`config.mk`:
```
export PLATFORM = sky130hd
export DESIGN_NAME = register_file_32x32
export DESIGN_NICKNAME = d
export VERILOG_FILES = /design/src/rtl/register_file_32x32.sv
export SDC_FILE = /design/constraint.sdc
export NUM_CORES = 2
export LEC_CHECK = 0
export BUFFER_PORTS_ARGS = -buffer_cell sky130_fd_sc_hd__buf_2
export CAP_MARGIN = 20
export CORE_ASPECT_RATIO = 2
export CORE_UTILIZATION = 35
export DETAILED_ROUTE_END_ITERATION = 7
export GPL_TIMING_DRIVEN = 0
export PLACE_DENSITY = 0.57
export SYNTH_ARGS = -nofsm -noshare
export SYNTH_HDL_FRONTEND = slang
export SYNTH_SLANG_ARGS = --single-unit
```
`constraint.sdc`:
```
create_clock -name Clk -period 102.9 [get_ports Clk]
set_input_delay 20.58 -clock Clk [delete_from_list [all_inputs] [get_ports Clk]]
set_output_delay 20.58 -clock Clk [all_outputs]
set_load 0.005 [all_outputs]
```
`src/rtl/register_file_32x32.sv`:
```
// -----------------------------------------------------------------------------
// register_file_32x32
//
// Purpose:
//   General-purpose register file for the datapath. One write port (driven by
//   the WB stage) and two independent combinational read ports (serving the ID
//   stage). The write index is demuxed into a one-hot set of per-register
//   write enables, so exactly one register updates on a write.
//   With ZERO_REG != 0, register 0 ignores writes and always reads as zero.
//
// Optional feature (compile-time macro):
//   REGFILE_BYPASS_EN - when defined, a write in flight is forwarded to any
//                       read port addressing the same register in the same
//                       cycle (WB->ID forwarding). When undefined, reads see
//                       stored contents only.
//
// Parameters:
//   DATA_WIDTH  register / data width
//   ADDR_WIDTH  index width, depth = 2**ADDR_WIDTH
//   ZERO_REG    1: register 0 hardwired to zero, 0: ordinary storage
//
// Ports:
//   Clk            in   system clock, rising-edge active
//   Reset          in   asynchronous active-high reset, clears every register
//   RegWrite       in   write enable for this cycle
//   WriteRegister  in   destination index
//   WriteData      in   data to store
//   ReadRegister1  in   read port 1 index
//   ReadRegister2  in   read port 2 index
//   ReadData1      out  read port 1 data (combinational)
//   ReadData2      out  read port 2 data (combinational)
// -----------------------------------------------------------------------------
module register_file_32x32 #(
    parameter int DATA_WIDTH = 32,
    parameter int ADDR_WIDTH = 5,
    parameter int ZERO_REG   = 1
) (
    input  logic                  Clk,
    input  logic                  Reset,
    input  logic                  RegWrite,
    input  logic [ADDR_WIDTH-1:0] WriteRegister,
    input  logic [DATA_WIDTH-1:0] WriteData,
    input  logic [ADDR_WIDTH-1:0] ReadRegister1,
    input  logic [ADDR_WIDTH-1:0] ReadRegister2,
    output logic [DATA_WIDTH-1:0] ReadData1,
    output logic [DATA_WIDTH-1:0] ReadData2
);

    localparam int DEPTH = 1 << ADDR_WIDTH;

    // One-hot write enables; at most one bit is set in any cycle.
    logic [DEPTH-1:0]      w_write_sel;
    logic [DATA_WIDTH-1:0] r_regs [DEPTH];
    logic [DATA_WIDTH-1:0] w_rd1;
    logic [DATA_WIDTH-1:0] w_rd2;

    // -------------------------------------------------------------------------
    // Write index decode. Register 0 never gets an enable when it is hardwired,
    // so a suppressed write cannot reach storage or the bypass path.
    // -------------------------------------------------------------------------
    generate
        for (genvar gi = 0; gi < DEPTH; gi++) begin : g_decode
            if ((ZERO_REG != 0) && (gi == 0)) begin : g_zero
                assign w_write_sel[gi] = 1'b0;
            end else begin : g_sel
                assign w_write_sel[gi] = RegWrite &&
                                         (WriteRegister == ADDR_WIDTH'(gi));
            end
        end
    endgenerate

    // -------------------------------------------------------------------------
    // Storage. Asynchronous reset clears everything immediately and wins over
    // a write on a coinciding edge.
    // -------------------------------------------------------------------------
    always_ff @(posedge Clk or posedge Reset) begin
        if (Reset) begin
            for (int i = 0; i < DEPTH; i++) begin
                r_regs[i] <= '0;
            end
        end else begin
            for (int i = 0; i < DEPTH; i++) begin
                if (w_write_sel[i]) begin
                    r_regs[i] <= WriteData;
                end
            end
        end
    end

    // -------------------------------------------------------------------------
    // Read ports. Index 0 is forced to zero when hardwired, independent of
    // whatever the storage cell holds.
    // -------------------------------------------------------------------------
    always_comb begin
        w_rd1 = r_regs[ReadRegister1];
        w_rd2 = r_regs[ReadRegister2];
        if ((ZERO_REG != 0) && (ReadRegister1 == '0)) begin
            w_rd1 = '0;
        end
        if ((ZERO_REG != 0) && (ReadRegister2 == '0)) begin
            w_rd2 = '0;
        end
`ifdef REGFILE_BYPASS_EN
        // w_write_sel already folds in RegWrite, the index match and the
        // register-0 suppression, so indexing it by the read index tells us
        // whether this port's register is being written right now.
        if (!Reset && w_write_sel[ReadRegister1]) begin
            w_rd1 = WriteData;
        end
        if (!Reset && w_write_sel[ReadRegister2]) begin
            w_rd2 = WriteData;
        end
`endif
    end

    assign ReadData1 = w_rd1;
    assign ReadData2 = w_rd2;

endmodule

```
==> metrics.yaml <==
outcome: "complete, no violations"
via_per_inst: 6.269
wl_mm: 238.3
die_h_um: 554.9
max_freq_ghz: 0.02205
ioPinCount: 114
hold_depth: 1
r2r_cells: 1
seqPwrFrac: 0.441
sw_frac_of_total: 0.3140
top_layer_used: "met5"
finalCritPeriodShare: 0.4408
seq_area_frac_synth: 0.4641
area_growth_pct: 12.75
cts_tree: "done"
cp_common_cell: "buf_2"
ant_nets: 0
clkLatencyLatePin_ps: 730
grt_pass1_vias: 38930
crit_chain: "buf_2, buf_2, clkbuf_1, mux4_2, mux2i_1, o32a_1, o221ai_1, buf_2"
largest_reg_flops: 992
setup_violations: 0
multi_input_area_um2: 26810
die_w_um: 278.4
tns_ps: 0
drive_gt1_frac: 0.4677
synth_ff_type: "dfrtp_1"
fin_util: 0.3977
p_sw_w: 0.0003767
pre_cts_ws_ps: 57780
holdPathEnd: "r_regs[155]"
slew_viol_final: 0
arrival_ps: 24770
hold_viol_final: 0
intPower_w: 0.0008228
grt_setup_unrepaired: "no"
max_slew_margin: 0.08192
syn_area_um2: 53490
clock-root-buffer: "clkbuf_16"
syn_area_per_cell_um2: 14.16
synth_top_area_share: 0.4641
worst_slew_pin_slew_ps: 1368
required_ps: 82320
drc_errors: 0
gp_congestion: 1.018
crit_buf_inv: 4
ctsResizeCount: 0
row_count: 202
clockBufferDepth: 3
initial_utilization: 0.3527
grt_use_total: 0.3113
layout_min_cycle_time_ps: 45350
synth_nets: 3827
layout_setup_ws_ps: 57550
reg2reg_from: "r_regs[959]"
antenna_found_initial: 27
grt_pass1_wl_mm: 325.1
num-fill-cells: 14370
skew_ps: 0
clk_pin_slew_worst_paths_ps: 60
critPathMaxFanout: 10
p_total_w: 0.001200
synth_most_common_cell: "mux2_2"
wl_met3_mm: 13.27
synth-seq-cells: 992
fin_nets: 4059
hold_class: "register to register"
yosysTopAreaCell: "dfrtp_1"
core_area_um2: 151600
avgRoutedWirePerCell_um: 39.46
htreeDepth: 3
r2r-end: "r_regs[959]"
cts_made_buffers: 95
min_from: "r_regs[155]"
reg_top3: "r_regs (992)"
cp_slowest_cell: "clkbuf_1"
dp_hpwl_mm: 177.1
powerDensity_nw_per_um2: 19.89
drv_cap: 0
cts.sinks: 992
num_vias: 37850
ys_async_sr_fraction: 1.000
ir_drop_uv: 12.37
combinationalPowerShare: 0.242
cts_setup_buffers: 0
rrSetupSlack_ps: 101980
yosys_warnings: 0
netlist_top_cells_area: "dfrtp_1 (46%), mux2_2 (22%), mux4_2 (17%)"
startpoint_type: "input port"
cts_hold_buf: 0
crit_type: "input port to output port"
setup.worst_path.end_class: "output port"
grt_max_degree: 128
drtIter0Drc: 3852
regMostFlops: "r_regs"
synth_edf_count: 0
dr.pass1.iters: 6
leakagePower_nw: 26.16
fp.dieArea_um2: 154500
critPathTopFamily: "buffers and inverters"
worst_path_largest_cell_delay_ps: 930
overflow: 0
syn_inst: 3777
seqCellArea_um2: 24820
clock_power_share: 0.317
portBuffers: 106
synth_commonest_cells: "mux2_2 (1,042), dfrtp_1 (992), mux4_2 (398), nand2_1 (192), mux2i_1 (184)"
wl_met2_mm: 116.5
synth.distinct_cells: 43
met1_length_mm: 77.09
==> metal layers <==
| metal | up-vias | track usage |
|---|---|---|
| met5 | - | 0.001266 |
| met4 | 22 | 0.3334 |
| met3 | 872 | 0.05709 |
| met2 | 1963 | 0.5176 |
| met1 | 20180 | 0.3166 |
| li1 | 14820 | - |
==> logic make-up after synthesis <==
group                  after synthesis  synth area share
AOI/OAI and AO/OA                  302           0.03909
buffers and inverters              409           0.03478
DFF                                992            0.4641
muxes                             1637            0.4244
and+or+nand+nor                    437           0.03762
==> power by group through the flow <==
stage	Combinational [W]	Sequential (W)	Clock [W]
6_report	0.000290	0.000529	0.000381
5_1_grt	0.000299	0.000536	0.000397
4_1_cts	0.000283	0.000526	0.000383
3_5_place_dp	0.000282	0.000533	0
3_3_place_gp	0.000275	0.000530	0
2_1_floorplan	0.000188	0.000510	0
==> final cells by class <==
cell class	instances	area share
antenna	16	0.0006639
buffer	400	0.03037
clock buffer	133	0.04600
clock inverter	39	0.007905
inverter	9	0.0006847
multi-input combinational	2376	0.4445
sequential	992	0.4116
tap	1938	0.04021
timing repair buffer	135	0.01799
==> cells in the final DEF, fill, tap and decap left out, drive strengths merged, types with 38 or more instances in the layout <==
master	instances
nor2	60
nand3	39
buf	351
dfrtp	992
nand2	192
nor3	45
clkbuf	317
o21ai	38
a221oi	57
mux2	1055
nor2b	67
mux4	398
mux2i	184
a21oi	101
==> how the worst max path moves through the flow <==
| stage | start | to | slack [ps] | cells after the start |
|---|---|---|---|---|
| after detailed placement | ReadRegister1[2] | ReadData1[18] | 57780 | 8 |
| after CTS | ReadRegister1[2] | ReadData1[18] | 57760 | 8 |
| after global placement | Reset | r_regs[105] | 42300 | 2 |
| after floorplan | Reset | r_regs[0] | 54410 | 1 |
| final | ReadRegister1[2] | ReadData1[18] | 57550 | 8 |
| after global routing | ReadRegister1[2] | ReadData1[18] | 57810 | 8 |
==> metrics by stage <==
step / area (um2) / instances / hold WS (ps)
3_3_place_gp: 56440 / 5821 / 498.5
3_5_place_dp: 56850 / 5840 / 510.8
6_report: 60310 / 6038 / 524.0
5_1_grt: 60270 / 6025 / 530.6
4_1_cts: 60100 / 6012 / 524.5
2_1_floorplan: 53490 / 3777 / 476.6
Power figures use the tool's default switching activity.
